$ cat config.mk
export PLATFORM = sky130hd
export DESIGN_NAME = seg_digit_scanner
export DESIGN_NICKNAME = d
export VERILOG_FILES = /design/src/rtl/seg_digit_scanner.sv
export SDC_FILE = /design/constraint.sdc
export NUM_CORES = 1
export LEC_CHECK = 0
export ABC_AREA = 0
export CELL_PAD_IN_SITES_DETAIL_PLACEMENT = 1
export CELL_PAD_IN_SITES_GLOBAL_PLACEMENT = 1
export CORE_UTILIZATION = 51
export CTS_BUF_LIST = sky130_fd_sc_hd__clkbuf_2
export CTS_CLUSTER_SIZE = 30
export DETAILED_ROUTE_END_ITERATION = 12
export DONT_BUFFER_PORTS = 1
export HOLD_SLACK_MARGIN = 0.03
export PLACE_DENSITY_LB_ADDON = 0.05
export SETUP_SLACK_MARGIN = 0.02
export SLEW_MARGIN = 40
export SYNTH_ARGS = -nofsm -noshare
export SYNTH_HDL_FRONTEND = slang
export SYNTH_HIERARCHICAL = 1
export SYNTH_SLANG_ARGS = --single-unit
$ cat constraint.sdc
create_clock -name clk -period 2.7 [get_ports clk]
set_input_delay 0.54 -clock clk [delete_from_list [all_inputs] [get_ports clk]]
set_output_delay 0.54 -clock clk [all_outputs]
set_load 0.005 [all_outputs]
$ cat src/rtl/seg_digit_scanner.sv
// Multiplexed 4-digit seven-segment scanner: prescaled slots, anti-ghost blanking, frame-latched value.
// Optional macro LEADING_ZERO_BLANK_EN darkens leading zero digits (digit 0 always shows).

module seg_digit_lane (
  input  logic [3:0] nib,
  output logic [6:0] seg
);
  always_comb begin
    seg = 7'b0000000;
    case (nib)
      4'h0: seg = 7'b1111110;
      4'h1: seg = 7'b0110000;
      4'h2: seg = 7'b1101101;
      4'h3: seg = 7'b1111001;
      4'h4: seg = 7'b0110011;
      4'h5: seg = 7'b1011011;
      4'h6: seg = 7'b1011111;
      4'h7: seg = 7'b1110000;
      4'h8: seg = 7'b1111111;
      4'h9: seg = 7'b1111011;
      4'hA: seg = 7'b1110111;
      4'hB: seg = 7'b0011111;
      4'hC: seg = 7'b1001110;
      4'hD: seg = 7'b0111101;
      4'hE: seg = 7'b1001111;
      4'hF: seg = 7'b1000111;
      default: seg = 7'b0000000;
    endcase
  end
endmodule

module seg_digit_scanner #(
  parameter int DIV       = 50000,
  parameter int BLANK_CYC = 16
) (
  input  logic        clk,
  input  logic        rst_n,
  input  logic        en,
  input  logic [15:0] value,
  input  logic [3:0]  dp_in,
  output logic        a,
  output logic        b,
  output logic        c,
  output logic        d,
  output logic        e,
  output logic        f,
  output logic        g,
  output logic        dp,
  output logic [3:0]  an
);
  localparam int NUM_DIG = 4;
  localparam int CW      = $clog2(DIV);

  typedef enum logic {BLANK, SHOW} state_t;

  state_t                      state;
  logic [CW-1:0]               cnt;
  logic [1:0]                  dig;
  logic [NUM_DIG-1:0][3:0]     frame_val;
  logic [NUM_DIG-1:0]          frame_dp;
  logic [NUM_DIG-1:0][6:0]     lane_seg;
  logic [NUM_DIG-1:0]          lane_on;
  logic [6:0]                  seg_q;
  logic                        dp_q;
  logic [3:0]                  an_q;
  logic                        tick;

  assign tick = (cnt == CW'(DIV - 1));

  for (genvar i = 0; i < NUM_DIG; i++) begin : g_lane
    seg_digit_lane u_lane (.nib(frame_val[i]), .seg(lane_seg[i]));
`ifdef LEADING_ZERO_BLANK_EN
    // A digit is a leading zero when it and every higher nibble are zero.
    if (i == 0) begin : g_first
      assign lane_on[i] = 1'b1;
    end else begin : g_upper
      assign lane_on[i] = |frame_val[NUM_DIG-1:i];
    end
`else
    assign lane_on[i] = 1'b1;
`endif
  end

  always_ff @(posedge clk) begin
    if (!rst_n) begin
      cnt       <= '0;
      dig       <= '0;
      state     <= BLANK;
      frame_val <= '0;
      frame_dp  <= '0;
      an_q      <= 4'b1111;
      seg_q     <= '0;
      dp_q      <= 1'b0;
    end else begin
      cnt <= tick ? '0 : cnt + CW'(1);
      if (tick) begin
        dig <= dig + 2'd1;
        if (dig == 2'd3) begin
          frame_val <= value;
          frame_dp  <= dp_in;
        end
      end
      // State tracks cnt: BLANK for the first BLANK_CYC counts of every slot.
      if (tick)
        state <= BLANK;
      else if (cnt == CW'(BLANK_CYC - 1))
        state <= SHOW;
      // Outputs reflect the current slot one clock later; blanking separates digits.
      if (state == SHOW && en && lane_on[dig]) begin
        an_q  <= ~(4'b0001 << dig);
        seg_q <= lane_seg[dig];
        dp_q  <= frame_dp[dig];
      end else begin
        an_q  <= 4'b1111;
        seg_q <= '0;
        dp_q  <= 1'b0;
      end
    end
  end

  assign {a, b, c, d, e, f, g} = seg_q;
  assign dp = dp_q;
  assign an = an_q;
endmodule

==> reports/metrics.cfg <==
[layout]
synthToLayoutAreaGrowth_pct=-1.229
fin_nets=404
nFillCells=762
stdcell_area_mm2=0.003420
drive_gt1_share_pct=12.61
seqCellArea_mm2=0.001021
antennaDiodeCount=0
multiInputGateArea_mm2=0.002140
fin_cells=426

[die]
ios=35
dieArea_mm2=0.007122
die_y_um=84.39
rows=29
initial_core_util_pct=53.60
die_w_um=84.39
core_area_mm2=0.006459

[clock_network]
post_cts_buffers=0
cts_buffers=5
clock-sinks=51
clk_latency_ns=0.48
cts_root_buffer=clkbuf_2
cts_tree=yes
path_clk_slew_ns=0.31
clockBufferDepth=2
hold_buffers=0
cts_resized=0
h-tree-depth=2

[worst_setup_path]
crit_arrival_ns=2.58
endpoint_kind=register
worstSetupStartpointType=register
crit_fanout=6
crit_required_ns=3.11
critPathKind=reg2reg

[logic_synthesis]
ys_seq_area_share_pct=29.49
syn_area_mm2=0.003462
avgSynthCellArea_um2=9.590
synth_warnings=6
synth_edf_count=0
synthTopCellsByArea=dfxtp_1 29%, ha_1 12%, mux2i_1 8.4%, nand2_1 5.6%, mux4_2 5.2%
synthArstFlopShare_pct=0
synth.most_common_cell=nand2_1
post_synth_num_cell_types=41
synth_area_leader_cell=dfxtp_1
synth_top_area_share_pct=29.49
syn_inst=361
ys_ff_latch=51
ys.flop_type=dfxtp_1
syn_nets=417
synth_common_cells=52 x nand2_1, 51 x dfxtp_1, 33 x ha_1

[run_status]
status=finished with violations
violations=design-rule violations

[routing]
drt-total-wl_um=7201
drt-initial-drc-count=142
post_drt_wl_per_cell_um=16.90
first_pass_iters=12
ant_nets=0
drc=6
route.vias.total=2409
vias_per_cell=5.655

[flow_run]
drv_cap=0

[power]
powerDensity_mw_per_mm2=333.1
vdd_drop_max_mv=0.2163
leakage_uw=0.001137

[sta]
rsz0062_at_grt=no
fin_setup_tns_ns=0
tightest_slew_ns=0.6662
setup_ws_ns=0.5255
setup_viol=0
period_minus_slack_ns=2.174
slew_violations=0
clock-skew-final_ns=0.02632
relSlewSlack_pct=55.58
finalHoldViolations=0
fmax_ghz=0.4599
finalCritPeriodShare_pct=80.54

[grt]
antenna_found_initial=0
grt_pass1_vias=2390
gr-usage-met1_pct=29.00
gr-total-overflow=0
grt-busiest-layer=met2
met3_usage_pct=3.736
grt_first_pass_wirelength_um=11990
grt_max_degree=47
globalRouteMet2Util_pct=35.32
grt_usage_pct=21.41

[placement]
hpwl_um=5388
dp.cells=418
dp_slack_ns=0.5542
gp_congestion=0.7887
dpl_cell_area_mm2=0.003366
port_buffers=0

[min_path]
hp-class=in2reg

[stage by stage]
stage	power (uW)	util, %	hold slack [ns]
floorplan	807.2	-	0.4286
global placement	796.6	52.11	0.4425
detailed placement	797.2	52.11	0.4501
CTS	1155	52.94	0.1142
global route	1186	52.94	0.1070
finish	1139	52.94	0.1430
[kinds of logic after synthesis]
family | count (synthesis) | share of synthesized area, %
simple gates | 135 | 19.95
mux | 53 | 20.53
flops | 51 | 29.49
buf+inv | 47 | 8.710
fa+ha+maj | 33 | 11.93
compound gates | 28 | 5.855
xor+xnor | 14 | 3.542
[path summary, 6_finish.rpt]
| path | start | to | slack (ns) | depth (start not counted) |
|---|---|---|---|---|
| setup reg to reg | frame_val[1] | seg_q[3] | 0.53 | 5 |
| setup / recovery | frame_val[1] | seg_q[3] | 0.53 | 5 |
| hold / removal | dp_in[1] | frame_dp[1] | 0.14 | 2 |
| hold reg to reg | frame_dp[1] | frame_dp[1] | 0.48 | 2 |
[state kept, by name, indices dropped and copies added (netlist names)]
name and count:
frame_val 16, state 1, frame_dp 4, dig 2, seg_q 7, an 4, cnt 16, dp 1
[cell usage in the layout, fill, tap and decap left out, drive strengths merged, types with 4 or more instances in the layout]
cell    instances
and3            6
nand4           4
nor2b           4
a21oi          12
a31o            4
clkbuf          5
mux2i          29
and2            9
o31a            4
nand3           8
nand2b          4
mux2           12
nand2          52
o32a            4
dfxtp          51
mux4           12
nor2           21
nor3           14
or2b            4
inv            26
nand3b          4
nor4            4
ha             33
xnor2          11
[power by group]
part           total (uW)  internal [uW]  switching [uW]
clock network         355           75.2             280
logic                19.4           8.00            11.4
registers             764            760            3.99
[cell type report]
| class | count | share of cell area, % |
|---|---|---|
| clock inverters | 3 | 0.8416 |
| flip-flops and latches | 51 | 29.86 |
| repair buffers | 2 | 0.4391 |
| multi-input cells | 263 | 62.57 |
| well taps | 77 | 2.817 |
| inverters | 25 | 2.744 |
| clock buffers | 5 | 0.7318 |
[metal layers]
| layer | wire [um] | share of wire [%] |
|---|---|---|
| met4 | 84 | 1.2 |
| met3 | 231 | 3.2 |
| met5 | 0 | 0 |
| met1 | 3583 | 50 |
| met2 | 3301 | 46 |
[worst max-delay path, stage by stage, from the launching register on]
cell     delay [ns]
dfxtp_1        0.51
inv_1          0.13
ha_1           0.30
mux4_1         0.53
mux4_2         0.48
and2_1         0.17
Power figures use the tool's default switching activity.
